===== src/rtl/pc_sequencer.sv =====
// pc_sequencer: next-PC controller sitting between fetch/EX and the PC register.
// Arbitrates sequential fetch, branch/jump redirect, trap entry and eret, merges
// the stall sources into a single PC freeze and raises the IF/ID and ID/EX flushes.
// Optional feature: define PC_SEQ_PERF_EN to add the stall_cycles and
// redirect_count performance counter outputs.

`ifndef WORD_WIDTH
`define WORD_WIDTH 32
`endif

module pc_sequencer #(
    parameter logic [`WORD_WIDTH-1:0] TRAP_VECTOR  = `WORD_WIDTH'('h80),
    parameter int unsigned            DRAIN_CYCLES = 2,
    parameter int unsigned            INSTR_BYTES  = 4
) (
    input  logic                   clk,
    input  logic                   rst,
    input  logic [`WORD_WIDTH-1:0] pc,
    input  logic                   imem_ready,
    input  logic                   hazard_stall,
    input  logic                   mdu_busy,
    input  logic                   branch_taken,
    input  logic                   jump_en,
    input  logic [`WORD_WIDTH-1:0] target,
    input  logic                   trap_req,
    input  logic                   eret,
    output logic [`WORD_WIDTH-1:0] pc_next,
    output logic                   pc_freeze,
    output logic                   flush_if_id,
    output logic                   flush_id_ex,
    output logic [`WORD_WIDTH-1:0] epc,
    output logic [1:0]             cause
`ifdef PC_SEQ_PERF_EN
    ,
    output logic [31:0]            stall_cycles,
    output logic [31:0]            redirect_count
`endif
);

    localparam int unsigned            CNT_W      = (DRAIN_CYCLES > 1) ? $clog2(DRAIN_CYCLES) : 1;
    localparam logic [CNT_W-1:0]       DRAIN_LOAD = CNT_W'(DRAIN_CYCLES - 1);
    localparam logic [`WORD_WIDTH-1:0] PC_INC     = `WORD_WIDTH'(INSTR_BYTES);

    typedef enum logic [1:0] {
        RUN   = 2'd0,
        STALL = 2'd1,
        PEND  = 2'd2,
        DRAIN = 2'd3
    } state_t;

    state_t                   state, state_next;
    logic [`WORD_WIDTH-1:0]   pend_tgt;
    logic [CNT_W-1:0]         drain_cnt;

    logic                     redirect;
    logic                     misaligned;
    logic                     stall;
    logic                     take_trap;
    logic                     eret_accept;
    logic                     load_pend;
    logic [`WORD_WIDTH-1:0]   eff_tgt;

    assign redirect   = branch_taken | jump_en;
    // A misaligned redirect never reaches the PC; it becomes a trap instead.
    assign misaligned = redirect & (target[1:0] != 2'b00);
    assign stall      = hazard_stall | mdu_busy | ~imem_ready;

    // Next-state and PC-register control: trap > eret > redirect > stall > sequential.
    always_comb begin
        // NOTE: every output gets a default before any branch so no path leaves
        // a value unassigned and no latch is inferred.
        state_next  = state;
        pc_next     = pc + PC_INC;
        pc_freeze   = 1'b0;
        flush_if_id = 1'b0;
        flush_id_ex = 1'b0;
        take_trap   = 1'b0;
        eret_accept = 1'b0;
        load_pend   = 1'b0;
        eff_tgt     = eret ? epc : target;

        if (state == DRAIN) begin
            // Trap drain ignores every request; it only waits out the counter and fetch.
            pc_freeze   = 1'b1;
            flush_if_id = 1'b1;
            flush_id_ex = 1'b1;
            pc_next     = pc;
            if (drain_cnt == '0 && imem_ready) begin
                pc_next    = TRAP_VECTOR;
                pc_freeze  = 1'b0;
                state_next = RUN;
            end
        end else if (trap_req || misaligned) begin
            take_trap   = 1'b1;
            pc_freeze   = 1'b1;
            flush_if_id = 1'b1;
            flush_id_ex = 1'b1;
            pc_next     = pc;
            state_next  = DRAIN;
        end else if (eret || redirect) begin
            // The stalled instruction is killed by the flush, so hazard/mdu stalls do not hold a redirect.
            eret_accept = eret;
            flush_if_id = 1'b1;
            flush_id_ex = 1'b1;
            if (imem_ready) begin
                pc_next    = eff_tgt;
                state_next = RUN;
            end else begin
                pc_next    = pc;
                pc_freeze  = 1'b1;
                load_pend  = 1'b1;
                state_next = PEND;
            end
        end else if (state == PEND) begin
            if (imem_ready) begin
                pc_next    = pend_tgt;
                state_next = RUN;
            end else begin
                pc_next   = pc;
                pc_freeze = 1'b1;
            end
        end else if (stall) begin
            pc_next    = pc;
            pc_freeze  = 1'b1;
            state_next = STALL;
        end else begin
            state_next = RUN;
        end
    end

    // State register, drain counter, held redirect target and trap bookkeeping.
    always_ff @(posedge clk or posedge rst) begin
        if (rst) begin
            state     <= RUN;
            drain_cnt <= '0;
            pend_tgt  <= '0;
            epc       <= '0;
            cause     <= 2'd0;
        end else begin
            // NOTE: sequential state uses non-blocking assignments so every register
            // samples the pre-edge values regardless of statement order.
            state <= state_next;
            if (take_trap) begin
                drain_cnt <= DRAIN_LOAD;
                epc       <= (state == PEND) ? pend_tgt : pc;
                cause     <= trap_req ? 2'd1 : 2'd2;
            end else begin
                if (state == DRAIN && drain_cnt != '0) begin
                    drain_cnt <= drain_cnt - 1'b1;
                end
                if (eret_accept) begin
                    cause <= 2'd0;
                end
            end
            if (load_pend) begin
                pend_tgt <= eff_tgt;
            end
        end
    end

`ifdef PC_SEQ_PERF_EN
    logic redirect_applied;

    // A redirect, eret or held target is applied whenever the PC moves outside DRAIN
    // on a cycle that had one pending or requested.
    assign redirect_applied = ~pc_freeze & (state != DRAIN) & ((state == PEND) | eret | redirect);

    // Saturating performance counters.
    always_ff @(posedge clk or posedge rst) begin
        if (rst) begin
            stall_cycles   <= '0;
            redirect_count <= '0;
        end else begin
            if (pc_freeze && stall_cycles != '1) begin
                stall_cycles <= stall_cycles + 32'd1;
            end
            if (redirect_applied && redirect_count != '1) begin
                redirect_count <= redirect_count + 32'd1;
            end
        end
    end
`endif

endmodule

===== config.mk =====
export PLATFORM = sky130hd
export DESIGN_NAME = pc_sequencer
export DESIGN_NICKNAME = d
export VERILOG_FILES = /design/src/rtl/pc_sequencer.sv
export SDC_FILE = /design/constraint.sdc
export NUM_CORES = 1
export LEC_CHECK = 0
export CORE_ASPECT_RATIO = 0.8
export CORE_UTILIZATION = 49
export DETAILED_ROUTE_END_ITERATION = 10
export PLACE_DENSITY = 0.91
export REMOVE_ABC_BUFFERS = 1
export SLEW_MARGIN = 0
export SYNTH_ARGS = -nofsm -noshare
export SYNTH_HDL_FRONTEND = slang
export SYNTH_SLANG_ARGS = --single-unit

===== constraint.sdc =====
create_clock -name clk -period 3.09 [get_ports clk]
set_input_delay 0.618 -clock clk [delete_from_list [all_inputs] [get_ports clk]]
set_output_delay 0.618 -clock clk [all_outputs]
set_load 0.01 [all_outputs]

==> results by group, run 1 <==
Clock tree
  – Clock buffer depth: 2
  – Hold_buf cts: 0
  – CTS H-Tree Depth: 3
  – CTS Buf Count: 9
  – Clock sink total: 69
  – Root Buffer Master: clkbuf_16

Floorplan
  – Die Span Y: 93.40 µm
  – Core Rows: 32
  – Die extent in x: 116.2 µm
  – Initial Utilization: 51.73%
  – # IOs: 142

Synthesis
  – Synth warn: 0
  – Synth Area per Inst: 7.458 µm²
  – Async set-reset flop share out of synthesis: 100.0%
  – Number of flops mapped to enable cells by yosys: 0
  – Main synth FF type: dfrtp_1
  – Cell Area, Synth: 5116 µm²
  – Number of synthesized register bits: 69
  – Synth unique cells: 63
  – Seq/Total Area, Yosys: 33.75%
  – Post-Syn Instances: 686

Placement
  – Port Buffers: 141
  – Pre-CTS setup slack: -845.4 ps
  – Final GP Congestion: 1.048
  – Dpl hpwl: 15670 µm

Run status
  – Error message: [ERROR GRT-0232] Routing congestion too high. Check the congestion heatmap in the GUI.
  – Last stage: global routing
  – Status: aborted with a tool error

Global route
  – Gr ovfl total: 7
  – Total track usage: 78.51%
  – Largest net degree at the start of global routing: 55

Timing
  – Worst_ep kind: top-level output
  – Worst_ep grt: pc_next[25]
[synth_stat cells (all sizes together) (3+ instances only)]
| cell type | count | area share [%] |
|---|---|---|
| xor2 | 4 | 0.68 |
| o221ai | 7 | 1.2 |
| o2111ai | 3 | 0.51 |
| nor3 | 19 | 2.2 |
| dfrtp | 69 | 34 |
| and2 | 3 | 0.37 |
| or3 | 6 | 0.76 |
| o21ai | 49 | 4.9 |
| a31oi | 32 | 3.9 |
| nand3 | 24 | 2.5 |
| clkbuf | 38 | 2.8 |
| inv | 9 | 0.66 |
| o211ai | 9 | 1.3 |
| a21oi | 77 | 7.5 |
| a221o | 4 | 0.78 |
| nand4 | 6 | 0.73 |
| nor2 | 104 | 7.6 |
| mux2 | 5 | 1.1 |
| nand2 | 97 | 7.1 |
| o31ai | 3 | 0.44 |
| xnor2 | 5 | 0.86 |
| or2 | 3 | 0.37 |
| mux2i | 39 | 7.6 |
| a22oi | 5 | 0.73 |
| a211oi | 7 | 1.0 |
| o22ai | 5 | 0.61 |
| nor4 | 4 | 0.61 |
| and3 | 5 | 0.64 |
| o21a | 4 | 0.59 |
| buf | 12 | 1.1 |
[cells by family after synthesis]
group | Yosys count | share of synthesized area (%)
simple gates | 279 | 24.29
compound gates | 225 | 26.88
flops | 69 | 33.75
buf+inv | 59 | 4.573
mux | 44 | 8.731
xor+xnor | 9 | 1.541
fa+ha+maj | 1 | 0.2445
[per-stage QoR]
stage,instances,TNS (ps),area [µm²],util [%]
3_5_place_dp,1047,-21000,7540,76.24
4_1_cts,1077,-224.5,8144,82.35
3_3_place_gp,1047,-19700,7540,76.24
2_1_floorplan,636,-34840,4916,-
[layer usage]
layer | overflow | track usage [%]
met5 | 0 | 45.13
met4 | 4 | 69.87
met3 | 0 | 70.90
met2 | 3 | 88.95
met1 | 0 | 80.63
[what timing repair did]
item / 4_1_cts
setup endpoints to repair: 35
endpoints found under the hold margin: 0
gates resized for setup: 227
buffers inserted: 15
pin swaps: 33
gates cloned: 0
==> run 2: changes to the inputs <==
--- a/config.mk
+++ b/config.mk
@@ -5,10 +5,9 @@
 export SDC_FILE = /design/constraint.sdc
 export NUM_CORES = 1
 export LEC_CHECK = 0
-export CORE_ASPECT_RATIO = 0.8
-export CORE_UTILIZATION = 49
+export CORE_UTILIZATION = 40
 export DETAILED_ROUTE_END_ITERATION = 10
-export PLACE_DENSITY = 0.91
+export PLACE_DENSITY_LB_ADDON = 0.15
 export REMOVE_ABC_BUFFERS = 1
 export SLEW_MARGIN = 0
 export SYNTH_ARGS = -nofsm -noshare
==> results by group, run 2 <==
Global route
  – First-pass GRT wire length: 33910 µm
  – Total track usage: 33.82%
  – Largest net degree at the start of global routing: 55
  – Vias in the first global route: 6560
  – Gr ovfl total: 0
  – Initial antenna violation count: 0

Floorplan
  – Die Span Y: 115.1 µm
  – Core Rows: 40
  – # IOs: 142
  – Initial Utilization: 41.72%
  – Core Area: 12260 µm²
  – Die extent in x: 115.1 µm
  – Die area: 13250 µm²

Pwr
  – Total Power: 6.690 mW
  – Power per cell area: 798.0 nW/µm²
  – Switch share: 42.60%
  – Pint: 3.840 mW
  – Worst vdd ir: 0.0003732 V
  – Comb power frac: 55.8%
  – Sequential power share: 26.8%
  – Clk pwr share: 17.5%
  – P_sw: 2.850 mW
  – P_leak: 3.709 nW

Worst setup path
  – CP max FO: 6
  – Crit end category: primary output
  – Startpoint Class: input port
  – CP Data Required Time: 2470 ps
  – Critical path type: in2out
  – Worst path arrival time: 2440 ps

Run status
  – Status: complete, no violations

Timing
  – Final Setup Violations: 0
  – Layout Skew: 7.429 ps
  – Min Tclk post-route: 3054 ps
  – Rel. slew slack: 59.01%
  – Hold Vio Cnt, Final: 0
  – Fin crit share: 98.84%
  – Final Max Tran Viols: 0
  – Actual slew at the worst max-slew pin: 614.0 ps
  – Fmax: 327.4 MHz
  – RSZ-0062 raised after global routing: yes

Job
  – Max-cap violations: 0

Route
  – Wire per inst: 19.54 µm
  – Via density: 5.872
  – Iteration-0 DRC Markers: 659
  – ANT nets after route: 0
  – DR vias: 6618
  – Post-route DRC: 0
  – Drt pass-1 iters: 5
  – Total wire length: 22030 µm

Clock tree
  – Root Buffer Master: clkbuf_16
  – Clock sink total: 69
  – Clk_lat worst skew: 340 ps
  – CTS tree: done
  – CTS Buf Count: 9
  – Clock buffer depth: 2
  – CTS H-Tree Depth: 3
  – CTS clk-pin slew, worst paths: 60 ps

Synthesis
  – Post-Syn Instances: 686
  – Number of flops mapped to enable cells by yosys: 0
  – Synth cell count leaders: 104 x nor2_1, 97 x nand2_1, 77 x a21oi_1
  – Mux cell area share after synthesis: 8.731%
  – Largest family of logic cells by synthesized area: compound AO/OA/AOI/OAI gates
  – Simple-gate share of the synthesized area: 24.28%
  – Adder-Cell Fraction of Synth Area: 0.2446%
  – Synth top area cells: dfrtp_1 34%, mux2i_1 7.6%, nor2_1 7.6%
  – Yosys top cell area share: 33.75%
  – Cell Area, Synth: 5116 µm²
  – Synth unique cells: 63
  – Number of synthesized register bits: 69
  – Synth warn: 0
  – Post-Synth XOR/XNOR Area: 1.541%
  – Async set-reset flop share out of synthesis: 100.0%
  – Largest area contributor in the netlist: dfrtp_1
  – Post-synthesis compound-gate area fraction: 26.88%
  – Seq/Total Area, Yosys: 33.75%
  – Synth Area per Inst: 7.458 µm²
  – Main synth FF type: dfrtp_1
  – Top-count cell post-synth: nor2_1

Cells and area
  – Biggest regs: epc (32), pend_tgt (32)
  – Area Growth Syn to Fin: 63.85%
  – Most common cell after layout, fill and taps aside: buf_4
  – Final core occ: 68.37%
  – Most frequent cells in the layout: 150 x buf_4, 95 x nor2_1, 92 x nand2_1, 77 x clkdlybuf4s50_1, 73 x a21oi_1
  – Layout cells sized above 1: 31.39%
  – N_diodes: 0
  – Fin cells: 1127
  – Nets@finish: 1028

Placement
  – Dpl cells: 1097
  – Final GP Congestion: 0.9230
  – Dpl hpwl: 15860 µm
  – Port Buffers: 141

Hold path
  – HP Class: reg2reg
## run 2: cells by family after synthesis
logic type	after synthesis
muxes	44
adders and majority gates	1
DFF	69
buffers and inverters	59
AOI/OAI and AO/OA	225
and+or+nand+nor	279
xor gates and xnor gates	9
## run 2: cell type report
type / count / area [µm²]
clock inverter: 4 / 70.07
clock buffer: 12 / 256.5
multi-input combinational: 558 / 3512
sequential: 69 / 1729
tap: 168 / 210.2
timing repair buffer: 307 / 2571
inverter: 9 / 33.78
fill: 1100 / 3879
## run 2: final timing paths
kind,startpoint,end,slack (ps),cells past startpoint
worst max-delay path,pc[18],pc_next[28],40,8
worst min-delay path,cause[1]$_DFFE_PP0P_,cause[1]$_DFFE_PP0P_,480,2
worst max register to register,state[0]$_DFFE_PP0P_,epc[15]$_DFFE_PP0P_,1010,7
worst min register to register,cause[1]$_DFFE_PP0P_,cause[1]$_DFFE_PP0P_,480,2
max in group asynchronous,rst,state[0]$_DFFE_PP0P_,1740,3
min in group asynchronous,rst,epc[9]$_DFFE_PP0P_,670,2
## run 2: per-stage QoR
step | instance area, µm² | worst slack (ps) | hold slack (ps) | setup TNS (ps)
after floorplan | 4916 | -1478 | 480.6 | -34840
after global placement | 7752 | -875.3 | 469.6 | -22450
after detailed placement | 7752 | -889.9 | 477.4 | -22720
after CTS | 8290 | -15.70 | 489.5 | -25.98
after global routing | 8383 | -23.08 | 512.0 | -50.04
final | 8383 | 35.89 | 482.2 | 0
## run 2: timing repair
item / CTS / global route
hold buffers: 0 / 0
buffers inserted: 10 / 5
pin swaps: 35 / 21
gates resized for setup: 223 / 72
endpoints found under the setup margin: 35 / 33
## run 2: power by group through the flow
stage	sequential, mW	clock (mW)	combinational (mW)
after global routing	1.84	1.22	4.01
after detailed placement	1.77	0	3.68
after global placement	1.75	0	3.62
after CTS	1.77	1.18	3.64
final	1.79	1.17	3.73
after floorplan	1.79	0	1.61
## run 2: critical path, cell delays in order
cell and delay [ps]:
buf_2 120, nand3_4 100, or4_4 580, or3_4 450
o21a_1 210, o21ai_2 100, o211ai_1 100, buf_2 150
## run 2: layer usage
layer	vias up	part of all wire, %	global-route usage, %
met4	0	2.5	15.67
met5	-	0	0
li1	3040	-	-
met2	348	47	57.79
met1	3190	43	41.75
met3	40	7.3	5.588
(Power assumes the default switching activity.)
==> patch 1: new RTL, settings of run 2 <==
The option `PC_SEQ_PERF_EN` is turned on by a define.
--- a/src/rtl/pc_sequencer.sv
+++ b/src/rtl/pc_sequencer.sv
@@ -4,4 +4,6 @@
 // Optional feature: define PC_SEQ_PERF_EN to add the stall_cycles and
 // redirect_count performance counter outputs.
+
+`define PC_SEQ_PERF_EN
 
 `ifndef WORD_WIDTH
Check against the original RTL (old outputs only; new: redirect_count and stall_cycles): equivalent (equiv_simple and equiv_induct, registers matched by name and starting in step).
==> patch 1 against run 2 <==
  * Wire length rose by 34%
  * Power rose by 29%
  * Critical path depth did not move
  * Maximum frequency fell by 0.24%
  * Clock power rose by 68%
  * Area after synthesis rose by 59%
  * Global-route usage fell by 5.4 points
  * Design area rose by 51%
  * Setup slack got worse by 0.0072 ns
  * Sequential cell count rose by 64
  * Synthesized cell count rose by 35%
  * Count of clock-buffer cells in the layout rose by 5
  * Critical path type unchanged
==> patch 1: results <==
metrics = {
    "final_layout": {
        "drive_gt1_frac": 0.2560,
        "nMultiInputCombCells": 731,
        "fillCellCount": 1699,
        "clkCellAreaFrac": 0.04469,
        "stdcell_count": 1566,
        "final_nets": 1364,
        "nClkBuffers": 17,
        "buf_share": 0.2753,
        "seq_area_um2": 3331,
        "inverters": 14,
    },
    "placement": {
        "dp_cells": 1511,
        "post_dp_cell_area_um2": 11650,
        "hpwl_um": 21490,
        "io_buffers": 205,
    },
    "timing": {
        "worst_slew_pin_slew_ns": 0.5502,
        "finClkSkew_ns": 0.01070,
    },
    "status": {
        "outcome": "complete, no violations",
    },
    "detailed_routing": {
        "vias_per_cell": 5.554,
        "wl_um": 29500,
        "first_iter_violations": 596,
    },
    "clock_network": {
        "post_cts_resized": 165,
    },
    "pwr": {
        "ir_drop_uv": 450.0,
        "p_leak_nw": 5.542,
    },
    "synthesis": {
        "synthTopCellsByArea": "dfrtp_1 41%, mux2i_1 7.4%, nor2_1 4.5%",
        "syn_avg_cell_area_um2": 8.771,
        "seq_area_frac_synth": 0.4085,
        "yosys.cell_types.count": 69,
    },
    "min_path": {
        "hp-start": "redirect_count[14]$_DFFE_PP0P_",
        "holdPathStages": 1,
    },
    "worst_setup_path": {
        "rr_startpoint": "state[1]$_DFFE_PP0P_",
    },
    "global_routing": {
        "grt_usage": 0.2839,
    },
}
==> patch 1: stage by stage <==
step                      TNS [ns]  utilization
after detailed placement    -28.00       0.5908
final                            0       0.6417
after global placement      -26.64       0.5908
after floorplan            -246.94            -
after CTS                 -0.08464       0.6301
after global routing      -0.01682       0.6417
==> patch 1: power breakdown <==
| part | switching [mW] | internal, mW |
|---|---|---|
| logic | 1.92 | 1.94 |
| clock network | 0.906 | 1.06 |
| registers | 0.520 | 2.27 |
| total | 3.35 | 5.27 |
==> patch 1: kinds of logic (layout without fill, tap and decap cells) <==
family | count (synthesis) | after routing | synth area share
multiplexers | 69 | 69 | 0.08615
adder cells (fa/ha/maj) | 3 | 3 | 0.004607
AND/OR/NAND/NOR | 373 | 373 | 0.2277
AO/OA/AOI/OAI | 216 | 216 | 0.1646
buffers and inverters | 65 | 437 | 0.03225
XOR/XNOR | 70 | 70 | 0.07617
flip-flops | 133 | 133 | 0.4085
==> patch 1: path summary, 6_finish.rpt <==
check | end | slack [ns]
hold reg to reg | redirect_count[14]$_DFFE_PP0P_ | 0.49
min in group asynchronous | redirect_count[18]$_DFFE_PP0P_ | 0.52
hold / removal | redirect_count[14]$_DFFE_PP0P_ | 0.49
setup reg to reg | redirect_count[27]$_DFFE_PP0P_ | 0.67
setup / recovery | pc_next[18] | 0.03
max in group asynchronous | state[1]$_DFFE_PP0P_ | 1.81
==> patch 1: layer usage <==
layer,vias up,track usage,part of all wire
met2,326,0.4421,0.46
met1,4211,0.3943,0.45
li1,4109,-,-
met5,-,0,0
met3,51,0.04771,0.063
met4,0,0.1064,0.024
==> patch 1: worst max-delay path: stages <==
cell	delay, ns
clkdlybuf4s50_1	0.55
and3_4	0.24
buf_4	0.13
nand2_1	0.11
buf_4	0.16
o211ai_1	0.16
o211ai_1	0.15
dlygate4sd2_1	0.32
==> patch 2: new RTL, flow settings as in run 2 <==
Without the edit above. The 4 states of `state_t` get a one-hot encoding in 4 bits.
--- a/src/rtl/pc_sequencer.sv
+++ b/src/rtl/pc_sequencer.sv
@@ -42,9 +42,9 @@
     localparam logic [`WORD_WIDTH-1:0] PC_INC     = `WORD_WIDTH'(INSTR_BYTES);
 
-    typedef enum logic [1:0] {
-        RUN   = 2'd0,
-        STALL = 2'd1,
-        PEND  = 2'd2,
-        DRAIN = 2'd3
+    typedef enum logic [3:0] {
+        RUN   = 4'b0001,
+        STALL = 4'b0010,
+        PEND  = 4'b0100,
+        DRAIN = 4'b1000
     } state_t;
 
Behaviour: same outputs for any inputs over 4 cycles, from zero or initial values and one cycle with rst high; so few cycles prove little.
==> patch 2 against run 2 <==
  * The flow now finishes with violations (setup timing)
  * Power fell by 12%
  * Wire length increased by 5.7%
  * Final cell count grew 1.4%
  * Area after synthesis increased by 6.5%
  * Global-route usage down 0.60 points
  * Design area rose by 8.8%
  * Synthesized cell count is 5.8% lower
  * Sequential cell count is 2 higher
  * First-iteration DRC count is 24% lower
  * Sequential power fell by 4%
  * Setup slack got worse by 0.047 ns
  * Utilization rose by 0.49 points
  * Critical path type unchanged
  * Critical endpoint is now pc_next[18]
==> patch 2: results <==
metrics = {
    "status": {
        "failed_checks": "setup timing",
        "outcome": "complete, but fails checks",
    },
    "timing": {
        "setup_ws_ns": -0.01079,
        "setup_viol": 1,
        "finalCritPeriodShare": 1.003,
        "tns_ns": -0.01079,
        "finClkSkew_ns": 0.005492,
        "slew_headroom": 0.6391,
    },
    "global_routing": {
        "grt_max_degree": 72,
        "overflow": 0,
        "grt_pass1_vias": 6635,
        "grt_pass1_wl_um": 36190,
        "grt_usage": 0.3322,
    },
    "pwr": {
        "ir_drop_uv": 548.6,
        "switching_share": 0.3883,
        "p_leak_nw": 3.945,
    },
    "synthesis": {
        "synth_most_common_cell": "nand2_1",
        "ys.flop_type": "dfrtp_1",
        "syn_avg_cell_area_um2": 8.433,
        "synth_common_cells": "96 x nand2_1, 73 x o21ai_0, 70 x dfrtp_1",
        "synthTopCellsByArea": "dfrtp_1 32%, mux2i_1 9.0%, o21ai_0 6.7%",
        "ys_warn_count": 0,
        "yosys.cell_types.count": 74,
        "seq_area_frac_synth": 0.3264,
    },
    "final_layout": {
        "stdcell_count": 1143,
        "postLayoutCellArea_um2": 9119,
        "fillCellCount": 1101,
        "top_regs": "epc (32), pend_tgt (32), state (4)",
        "final_nets": 1036,
        "drive_gt1_frac": 0.3981,
        "n_antenna_cell": 0,
    },
    "placement": {
        "gp_routability_congestion": 0.9172,
        "hpwl_um": 16920,
        "preCtsSetupSlack_ns": -0.9483,
        "post_dp_cell_area_um2": 8134,
    },
    "detailed_routing": {
        "first_iter_violations": 504,
        "drtPass1Iterations": 8,
        "vias_per_cell": 5.821,
        "wl_per_cell_um": 20.36,
    },
    "worst_setup_path": {
        "r2r_cells": 9,
        "critical_path_arrival_ns": 2.48,
    },
}
-- patch 2: cell types whose count changed in the layout (fill, tap and decap cells not counted), moves of 10 or more --
cell / change
a31oi_1: -20
mux2_2: +21
mux2i_1: +10
o21ai_0: +30
a21oi_1: -37
buf_4: +39
nor2_1: -74
-- patch 2: logic make-up (layout without fill, tap and decap cells) --
kind of cell | count (synthesis) | in the layout | synth area share
AO/OA/AOI/OAI | 211 | 211 | 0.2409
XOR/XNOR | 2 | 2 | 0.003216
adder cells (fa/ha/maj) | 1 | 1 | 0.002296
buffers and inverters | 59 | 380 | 0.06155
flip-flops | 71 | 71 | 0.3264
multiplexers | 75 | 75 | 0.1438
AND/OR/NAND/NOR | 227 | 227 | 0.2219
-- patch 2: layout make-up --
cell class	count	area share
Tap cell	176	0.02415
Inverter	7	0.003705
Multi-Input combinational cell	516	0.4119
Clock inverter	5	0.008919
Timing Repair Buffer	357	0.3297
Clock buffer	11	0.02662
Sequential cell	71	0.1950
-- patch 2: worst max-delay path, stage by stage --
cell and delay [ns]:
clkdlybuf4s15_1 0.29, nand4_1 0.22, nor4_2 0.32, buf_4 0.17
mux2_2 0.34, a211oi_2 0.25, o22ai_2 0.12, buf_2 0.15
-- patch 2: timing repair --
item	in CTS	in global routing
resized for setup	255	65
endpoints found under the hold margin	0	0
endpoints found under the setup margin	35	33
pin swaps	29	21
gates cloned	0	0
hold buffers	0	0
setup buffers	31	12
-- patch 2: power by group through the flow --
stage	Sequential (mW)	Combinational, mW	Clock, mW
after global placement	1.69	2.81	0
after detailed placement	1.72	2.85	0
after floorplan	1.75	1.16	0
after CTS	1.71	2.90	1.18
final	1.72	3.02	1.18
after global routing	1.77	3.24	1.22
-- patch 2: layer usage --
layer,global-route usage,vias up,wire (µm)
met5,0,-,0
met4,0.09573,0,482
met3,0.05647,42,1290
met2,0.5841,264,11640
met1,0.4146,3279,9861
li1,-,3068,-
-- patch 2: final timing paths --
kind / to / start / slack [ns]
min reg2reg: pend_tgt[17]$_DFFE_PP0P_ / pend_tgt[17]$_DFFE_PP0P_ / 0.48
min in group asynchronous: pend_tgt[29]$_DFFE_PP0P_ / rst / 0.68
min: pend_tgt[17]$_DFFE_PP0P_ / pend_tgt[17]$_DFFE_PP0P_ / 0.48
max reg2reg: pend_tgt[27]$_DFFE_PP0P_ / state[1]$_DFFE_PP0P_ / 0.76
max in group asynchronous: state[0]$_DFFE_PP1P_ / rst / 2.08
max: pc_next[18] / pc[13] / -0.01
